<file path="src/rtl/stream_demux4_pkg.sv">
// Shared types and constants for the 1-to-4 stream demultiplexer.
package stream_demux_pkg;

  localparam int LANES         = 4;
  localparam int SEL_W         = 2;
  localparam int CNT_W_DEFAULT = 16;

  // Same {s1,s0} encoding as the 4:1 select mux.
  typedef enum logic [SEL_W-1:0] {
    LANE_A = 2'b00,
    LANE_B = 2'b01,
    LANE_C = 2'b10,
    LANE_D = 2'b11
  } lane_e;

  typedef enum logic {
    SLOT_EMPTY = 1'b0,
    SLOT_FULL  = 1'b1
  } slot_state_e;

endpackage

</file>
<file path="src/rtl/stream_demux4_if.sv">
// Input stream (word + lane select) and four output lanes of the demultiplexer.
interface stream_demux4_if #(
  parameter int WIDTH = 8
);

  logic               in_valid;
  logic               in_ready;
  logic [WIDTH-1:0]   in_data;
  logic               in_s0;
  logic               in_s1;
  logic [3:0]         out_valid;
  logic [3:0]         out_ready;
  logic [4*WIDTH-1:0] out_data;

  // master: word source and lane consumers; slave: the demultiplexer.
  modport master (
    output in_valid, in_data, in_s0, in_s1, out_ready,
    input  in_ready, out_valid, out_data
  );

  modport slave (
    input  in_valid, in_data, in_s0, in_s1, out_ready,
    output in_ready, out_valid, out_data
  );

endinterface

</file>
<file path="src/rtl/stream_demux4_lane_slot.sv">
// One-entry valid/ready lane slot with EMPTY/FULL state.
// STREAM_DEMUX4_LANE_CNT_EN adds a saturating output-handshake counter.
module demux_lane_slot
  import stream_demux_pkg::*;
#(
  parameter int WIDTH = 8
`ifdef STREAM_DEMUX4_LANE_CNT_EN
  ,
  parameter int CNT_W = CNT_W_DEFAULT
`endif
) (
  input  logic             clk,
  input  logic             rst_n,
  input  logic             load,
  input  logic [WIDTH-1:0] din,
  input  logic             ready,
  output logic             valid,
  output logic [WIDTH-1:0] data
`ifdef STREAM_DEMUX4_LANE_CNT_EN
  ,
  output logic [CNT_W-1:0] cnt
`endif
);

  slot_state_e state, state_next;

  // NOTE: sequential state uses non-blocking assignments so every register
  // samples pre-edge values regardless of process ordering.
  always_ff @(posedge clk or negedge rst_n) begin
    if (!rst_n) state <= SLOT_EMPTY;
    else        state <= state_next;
  end

  // NOTE: default assigned first so no path leaves state_next unassigned,
  // which would otherwise infer a latch.
  always_comb begin
    state_next = state;
    unique case (state)
      SLOT_EMPTY: if (load)           state_next = SLOT_FULL;
      SLOT_FULL:  if (ready && !load) state_next = SLOT_EMPTY;
      default:                        state_next = SLOT_EMPTY;
    endcase
  end

  assign valid = (state == SLOT_FULL);

  // NOTE: the data register is reset because out_data must read zero in reset;
  // a pure storage array with no such observable requirement would not be.
  always_ff @(posedge clk or negedge rst_n) begin
    if (!rst_n)    data <= '0;
    else if (load) data <= din;
  end

`ifdef STREAM_DEMUX4_LANE_CNT_EN
  always_ff @(posedge clk or negedge rst_n) begin
    if (!rst_n)                          cnt <= '0;
    else if (valid && ready && ~&cnt)    cnt <= cnt + 1'b1;
  end
`endif

endmodule

</file>
<file path="src/rtl/stream_demux4.sv">
// Registered 1-to-4 stream demultiplexer: select decode, in_ready mux, lane packing.
// STREAM_DEMUX4_LANE_CNT_EN adds the lane_cnt output (per-lane handshake counters).
module stream_demux4
  import stream_demux_pkg::*;
#(
  parameter int WIDTH = 8
`ifdef STREAM_DEMUX4_LANE_CNT_EN
  ,
  parameter int CNT_W = CNT_W_DEFAULT
`endif
) (
  input  logic                    clk,
  input  logic                    rst_n,
  stream_demux4_if.slave          bus
`ifdef STREAM_DEMUX4_LANE_CNT_EN
  ,
  output logic [LANES*CNT_W-1:0]  lane_cnt
`endif
);

  lane_e      sel;
  logic       accept;
  logic [3:0] load;

  assign sel = lane_e'({bus.in_s1, bus.in_s0});

  // Depends only on select and lane state, never on in_valid.
  assign bus.in_ready = !bus.out_valid[sel] || bus.out_ready[sel];
  assign accept       = bus.in_valid && bus.in_ready;

  for (genvar i = 0; i < LANES; i++) begin : g_lane
    assign load[i] = accept && (sel == lane_e'(i));

    demux_lane_slot #(
      .WIDTH (WIDTH)
`ifdef STREAM_DEMUX4_LANE_CNT_EN
      ,
      .CNT_W (CNT_W)
`endif
    ) u_slot (
      .clk   (clk),
      .rst_n (rst_n),
      .load  (load[i]),
      .din   (bus.in_data),
      .ready (bus.out_ready[i]),
      .valid (bus.out_valid[i]),
      .data  (bus.out_data[i*WIDTH +: WIDTH])
`ifdef STREAM_DEMUX4_LANE_CNT_EN
      ,
      .cnt   (lane_cnt[i*CNT_W +: CNT_W])
`endif
    );
  end

endmodule

</file>
<file path="src/flat_wrapper.sv">
// flat-port wrapper written by rule: the top's interface ports become plain ports
module stream_demux4_flat import stream_demux_pkg::*;
#(
  parameter int WIDTH = 8

)
  (clk, rst_n, bus_in_valid, bus_in_data, bus_in_s0, bus_in_s1, bus_out_ready, bus_in_ready, bus_out_valid, bus_out_data);
  stream_demux4_if #(.WIDTH(WIDTH)) bus_i ();
  input  logic clk;
  input  logic rst_n;
  input wire logic [$bits(bus_i.in_valid)-1:0] bus_in_valid;
  input wire logic [$bits(bus_i.in_data)-1:0] bus_in_data;
  input wire logic [$bits(bus_i.in_s0)-1:0] bus_in_s0;
  input wire logic [$bits(bus_i.in_s1)-1:0] bus_in_s1;
  input wire logic [$bits(bus_i.out_ready)-1:0] bus_out_ready;
  output wire logic [$bits(bus_i.in_ready)-1:0] bus_in_ready;
  output wire logic [$bits(bus_i.out_valid)-1:0] bus_out_valid;
  output wire logic [$bits(bus_i.out_data)-1:0] bus_out_data;
  assign bus_i.in_valid = bus_in_valid;
  assign bus_i.in_data = bus_in_data;
  assign bus_i.in_s0 = bus_in_s0;
  assign bus_i.in_s1 = bus_in_s1;
  assign bus_i.out_ready = bus_out_ready;
  assign bus_in_ready = bus_i.in_ready;
  assign bus_out_valid = bus_i.out_valid;
  assign bus_out_data = bus_i.out_data;
  stream_demux4 #(.WIDTH(WIDTH)) u_core (.clk(clk), .rst_n(rst_n), .bus(bus_i));
endmodule
</file>
<file path="config.mk">
export PLATFORM = sky130hd
export DESIGN_NAME = stream_demux4_flat
export DESIGN_NICKNAME = d
export VERILOG_FILES = /design/src/rtl/stream_demux4_pkg.sv /design/src/rtl/stream_demux4_if.sv /design/src/rtl/stream_demux4_lane_slot.sv /design/src/rtl/stream_demux4.sv /design/src/flat_wrapper.sv
export SDC_FILE = /design/constraint.sdc
export NUM_CORES = 1
export LEC_CHECK = 0
export CORE_UTILIZATION = 44
export DETAILED_ROUTE_END_ITERATION = 6
export GPL_TIMING_DRIVEN = 0
export PLACE_DENSITY_LB_ADDON = 0.05
export SLEW_MARGIN = 20
export SYNTH_ARGS = -nofsm -noshare
export SYNTH_HDL_FRONTEND = slang
export SYNTH_HIERARCHICAL = 1
export SYNTH_SLANG_ARGS = --single-unit
</file>
<file path="constraint.sdc">
create_clock -name clk -period 1.55 [get_ports clk]
set_input_delay 0.31 -clock clk [delete_from_list [all_inputs] [get_ports clk]]
set_output_delay 0.31 -clock clk [all_outputs]
set_load 0.1 [all_outputs]
</file>
# ---- Word level (Yosys, flattened, before mapping)
# Cells that the tools add are included.
dict set report word_totals {
  inputBits 17
  out_inout_bits 37
  word_cells 48
  reg_bits 36
}
dict set report op_classes {
  bitwise_logic 4
  n_reduce_logical 16
  n_eq_ne 3
  mux 16
  n_lt_le_gt_ge 1
}
# op n
set op_table {}
lappend op_table {{$mux W1} 10}
lappend op_table {{$logic_and A1 B1 Y1} 9}
lappend op_table {{$pmux W1 S2} 4}
lappend op_table {{$logic_not A1 Y1} 5}
lappend op_table {{$bmux W1 S2} 2}
lappend op_table {{$eq A2 B2 Y1 const B} 2}
lappend op_table {{$not A1 Y1} 4}
lappend op_table {{$lt A2 B3 Y1 const B} 1}
lappend op_table {{$eq A2 B1 Y1 const B} 1}
lappend op_table {{$logic_not A2 Y1} 1}
lappend op_table {{$logic_or A1 B1 Y1} 1}

# ---- Logic depth before layout (Yosys ltp)
dict set report depth {
  depth_word 10
  depth_mapped 4
  ltp_nobuf 3
}

# ---- By module
# The synthesis kept the hierarchy.
# module area_each_um2 cells_per_inst instances seq_area_each_um2
set modules_own_cells {}
lappend modules_own_cells {demux_lane_slot 369.1 20 4 225.2}
lappend modules_own_cells {stream_demux4 101.3 9 1 0.0}

# ---- Worst setup path after synthesis
# No wires, ideal clock.
dict set report synth_path {
  path_type {reg2out}
  startpoint {register u_core.g_lane[0].u_slot.state}
  endpoint {output port bus_in_ready}
  setup_slack_ns -0.552
  path_stages_with_launch 3
  arrival_time_ns 1.792
  required_time_ns 1.240
  cell_sequence {dfrtp_1 > nand2b_1 > mux4_2}
}
dict set report synth_between {
  elab_chain_len 4
}
# element line
set synth_lines {}
lappend synth_lines {{from (decl)} stream_demux4_lane_slot.sv:25} ;# slot_state_e state, state_next;
lappend synth_lines {{from (signal assigned)} stream_demux4_lane_slot.sv:31} ;# else state <= state_next;
lappend synth_lines {{$bmux W1 S2} stream_demux4.sv:28} ;# assign bus.in_ready = !bus.out_valid[sel] || bus.out_ready[sel];
lappend synth_lines {{$mux W1 (implied by the code)} stream_demux4.sv:28}
lappend synth_lines {{$logic_not A1 Y1} stream_demux4.sv:28}
lappend synth_lines {{$logic_or A1 B1 Y1} stream_demux4.sv:28}
lappend synth_lines {{to (decl)} flat_wrapper.sv:16} ;# output wire logic [$bits(bus_i.in_ready)-1:0] bus_in_ready;
# Every way passes these cells. The select of a mux whose other input is x is not followed.

# ---- Worst setup path after layout
dict set report layout_path {
  startpoint {register u_core.g_lane[3].u_slot.state}
  endpoint {output port bus_in_ready}
}
dict set report layout_between {
  elab_chain_len 4
}
# element line
set layout_lines {}
lappend layout_lines {{from (decl)} stream_demux4_lane_slot.sv:25}
lappend layout_lines {{from (signal assigned)} stream_demux4_lane_slot.sv:31}
lappend layout_lines {{$bmux W1 S2} stream_demux4.sv:28}
lappend layout_lines {{$mux W1 (implied by the code)} stream_demux4.sv:28}
lappend layout_lines {{$logic_not A1 Y1} stream_demux4.sv:28}
lappend layout_lines {{$logic_or A1 B1 Y1} stream_demux4.sv:28}
# Every way passes these cells. The select of a mux whose other input is x is not followed.

==> results_dict.tcl <==
set metrics [dict create \
    cpPeakStageDelay_ps 500 \
    fill_cells 275 \
    io_pins 54 \
    die_w_um 61.9 \
    yosysUniqueCellTypes 11 \
    maxSlewHeadroom 0.669 \
    diodes 0 \
    cts_max_level 2 \
    dp_cells 189 \
    critical_path_class "flop to primary output" \
    required_ps 1240 \
    ys_seq_area_frac 0.571 \
    grt_pass1_wl_um 4890 \
    synth_top_area_share 0.571 \
    netlist_instances 89 \
    worst_slack_ps -265 \
    ys.flop_type "dfrtp_1" \
    core_um2 3390 \
    die_y_um 61.9 \
    stdcell_count 200 \
    powerDensity_nw_per_um2 1840 \
    layout_min_cycle_time_ps 1810 \
    p_leak_nw 1.09 \
    gp_congestion 0.761 \
    numPortBuffers 53 \
    crit_family "multiplexers" \
    syn-cell-area_um2 1580 \
    yosys.area.top_type "dfrtp_1" \
    clockBufferDepth 2 \
    critPathBufInv 1 \
    yosys-top-cells-count "dfrtp_1 (36), mux2_4 (32), a21o_2 (4), buf_6 (4), inv_1 (4)" \
    path_cells "nand2b_4, mux4_2, buf_12" \
    cp_data_arrival_time_ps 1500 \
    synth_seq_cells 36 \
    violations "setup timing" \
    async_flop_share 1.00 \
    ys_warn_count 6 \
    p_total_mw 4.00 \
    path_clk_slew_ps 100 \
    fmax_mhz 551 \
    crit_fanout 2 \
    synthMostInstantiatedCell "dfrtp_1" \
    start_util 0.465 \
    antenna_found_initial 0 \
    startpoint_type "flop" \
    end_kind "primary output" \
    synth_nets 106 \
    final_antenna_net_count 0 \
    grt_pass1_vias 960 \
    area_delta_synth_final_pct 37.8 \
    drc 0 \
    rsz0062_at_grt "yes" \
    drtIter0Drc 32 \
    grt_usage 0.188 \
    clock_latency_ps 340 \
    drive_gt1_frac 0.643 \
    place_ws_ps -1120 \
    design.die.area_um2 3830 \
    cts_buffers 5 \
    setup_viol 1 \
    drv_slew 0 \
    min_path_type "primary input to asynchronous set/reset pin" \
    grt_max_degree 27 \
    hold_viol_final 0 \
    hpwl_um 2140 \
    design_area_um2 2170 \
    syn_area_per_cell_um2 17.7 \
    nNetsFinal 170 \
    outcome "finished with violations" \
    tritoncts "built" \
    finalClockSkew_ps 8.90 \
    cts-root-buf "clkbuf_4" \
    cts.sinks 36 \
    dr.pass1.iters 4 \
    fin_util 0.642 \
    ir_drop_mv 0.716 \
    std_cell_rows 21 \
    via_per_inst 4.78 \
    tightest_slew_ps 499 \
    cp_slowest_cell "mux4_2" \
    grt_overflow 0 \
    synth_edf_count 0 \
    max-cap-violations 0 \
    drt_wl_total_um 3120 \
    wl_per_cell_um 15.6 \
    synthTopCellsByArea "dfrtp_1 (57%), mux2_4 (30%), buf_6 (2.9%), a21o_2 (2.2%), nand2b_4 (1.7%)" \
    via_count 955 \
    placed_area_um2 2200 \
    finalCritPeriodShare 1.17 \
]
==> report_power, final <==
group	switching, mW	leakage, nW	total (mW)	internal (mW)
Clock	0.307	0.0515	0.735	0.428
Sequential	0.103	0.426	1.23	1.13
Combinational	1.59	0.608	2.04	0.441
==> state kept, by name, indices dropped and copies added (netlist names) <==
name                        cells
u_core/g_lane.u_slot/data      32
u_core/g_lane.u_slot/valid      4
==> cell families (layout without fill, tap and decap cells) <==
kind of cell | count (synthesis) | count (layout) | synth area share
AOI/OAI and AO/OA | 4 | 4 | 0.0222
buffers and inverters | 8 | 73 | 0.0381
DFF | 36 | 36 | 0.571
muxes | 33 | 33 | 0.319
and+or+nand+nor | 8 | 8 | 0.0500
==> worst reg2reg max path, stage by stage, from the launching register on <==
cell and delay [ps]:
dfrtp_4 510, nand2b_4 80, nor4bb_2 240, buf_6 220
mux2_4 310
==> layout by cell type (no fill, tap or decap), drive strengths merged <==
master         Yosys  routed
a21o               4       4
and4               1       1
and4b              2       2
buf                4      43
bufinv             0       1
clkbuf             0       9
clkdlybuf4s50      0      10
dfrtp             36      36
dlygate4sd2        0       5
dlygate4sd3        0       1
inv                4       4
mux2              32      32
mux4               1       1
nand2b             4       4
nor4bb             1       1
==> path summary, 6_finish.rpt <==
path	depth (start not counted)	startpoint	endpoint	slack, ps
min reg2reg	1	u_core/g_lane[0].u_slot/data[4]	u_core/g_lane[0].u_slot/data[4]	520
min in group clk	3	bus_out_ready[1]	u_core/g_lane[1].u_slot/valid	390
max reg2reg	4	u_core/g_lane[0].u_slot/valid	u_core/g_lane[0].u_slot/data[2]	90
max in group asynchronous	3	rst_n	u_core/g_lane[0].u_slot/data[3]	750
min	2	rst_n	u_core/g_lane[0].u_slot/data[4]	380
max	3	u_core/g_lane[3].u_slot/valid	bus_in_ready	-260
==> layout make-up <==
cell class / count / area, um^2 / area share
sequential: 36 / 916 / 0.421
multi-input combinational: 45 / 638 / 0.293
timing repair buffer: 57 / 408 / 0.188
clock buffer: 7 / 65.1 / 0.0299
tap: 46 / 57.6 / 0.0265
buffer: 4 / 45.0 / 0.0207
clock inverter: 1 / 30.0 / 0.0138
inverter: 4 / 15.0 / 0.00690
==> layer usage <==
| layer | GRT usage | vias up | wire length [um] |
|---|---|---|---|
| li1 | - | 440 | - |
| met1 | 0.261 | 476 | 1440 |
| met2 | 0.276 | 33 | 1440 |
| met3 | 0.0580 | 6 | 186 |
| met4 | 0.0762 | 0 | 53 |
| met5 | 0 | - | 0 |
==> per-stage QoR <==
step	setup TNS, ps	hold slack (ps)
after CTS	-294	363
after floorplan	-652	14.4
after global placement	-37690	495
final	-265	381
after global routing	-324	390
after detailed placement	-16630	209
==> timing repair <==
item,CTS,global route
hold buffers,1,0
setup buffers,2,0
gates resized for setup,198,4
endpoints found under the setup margin,37,8
endpoints found under the hold margin,10,0
Note: power is estimated with default switching activity, not from simulation.
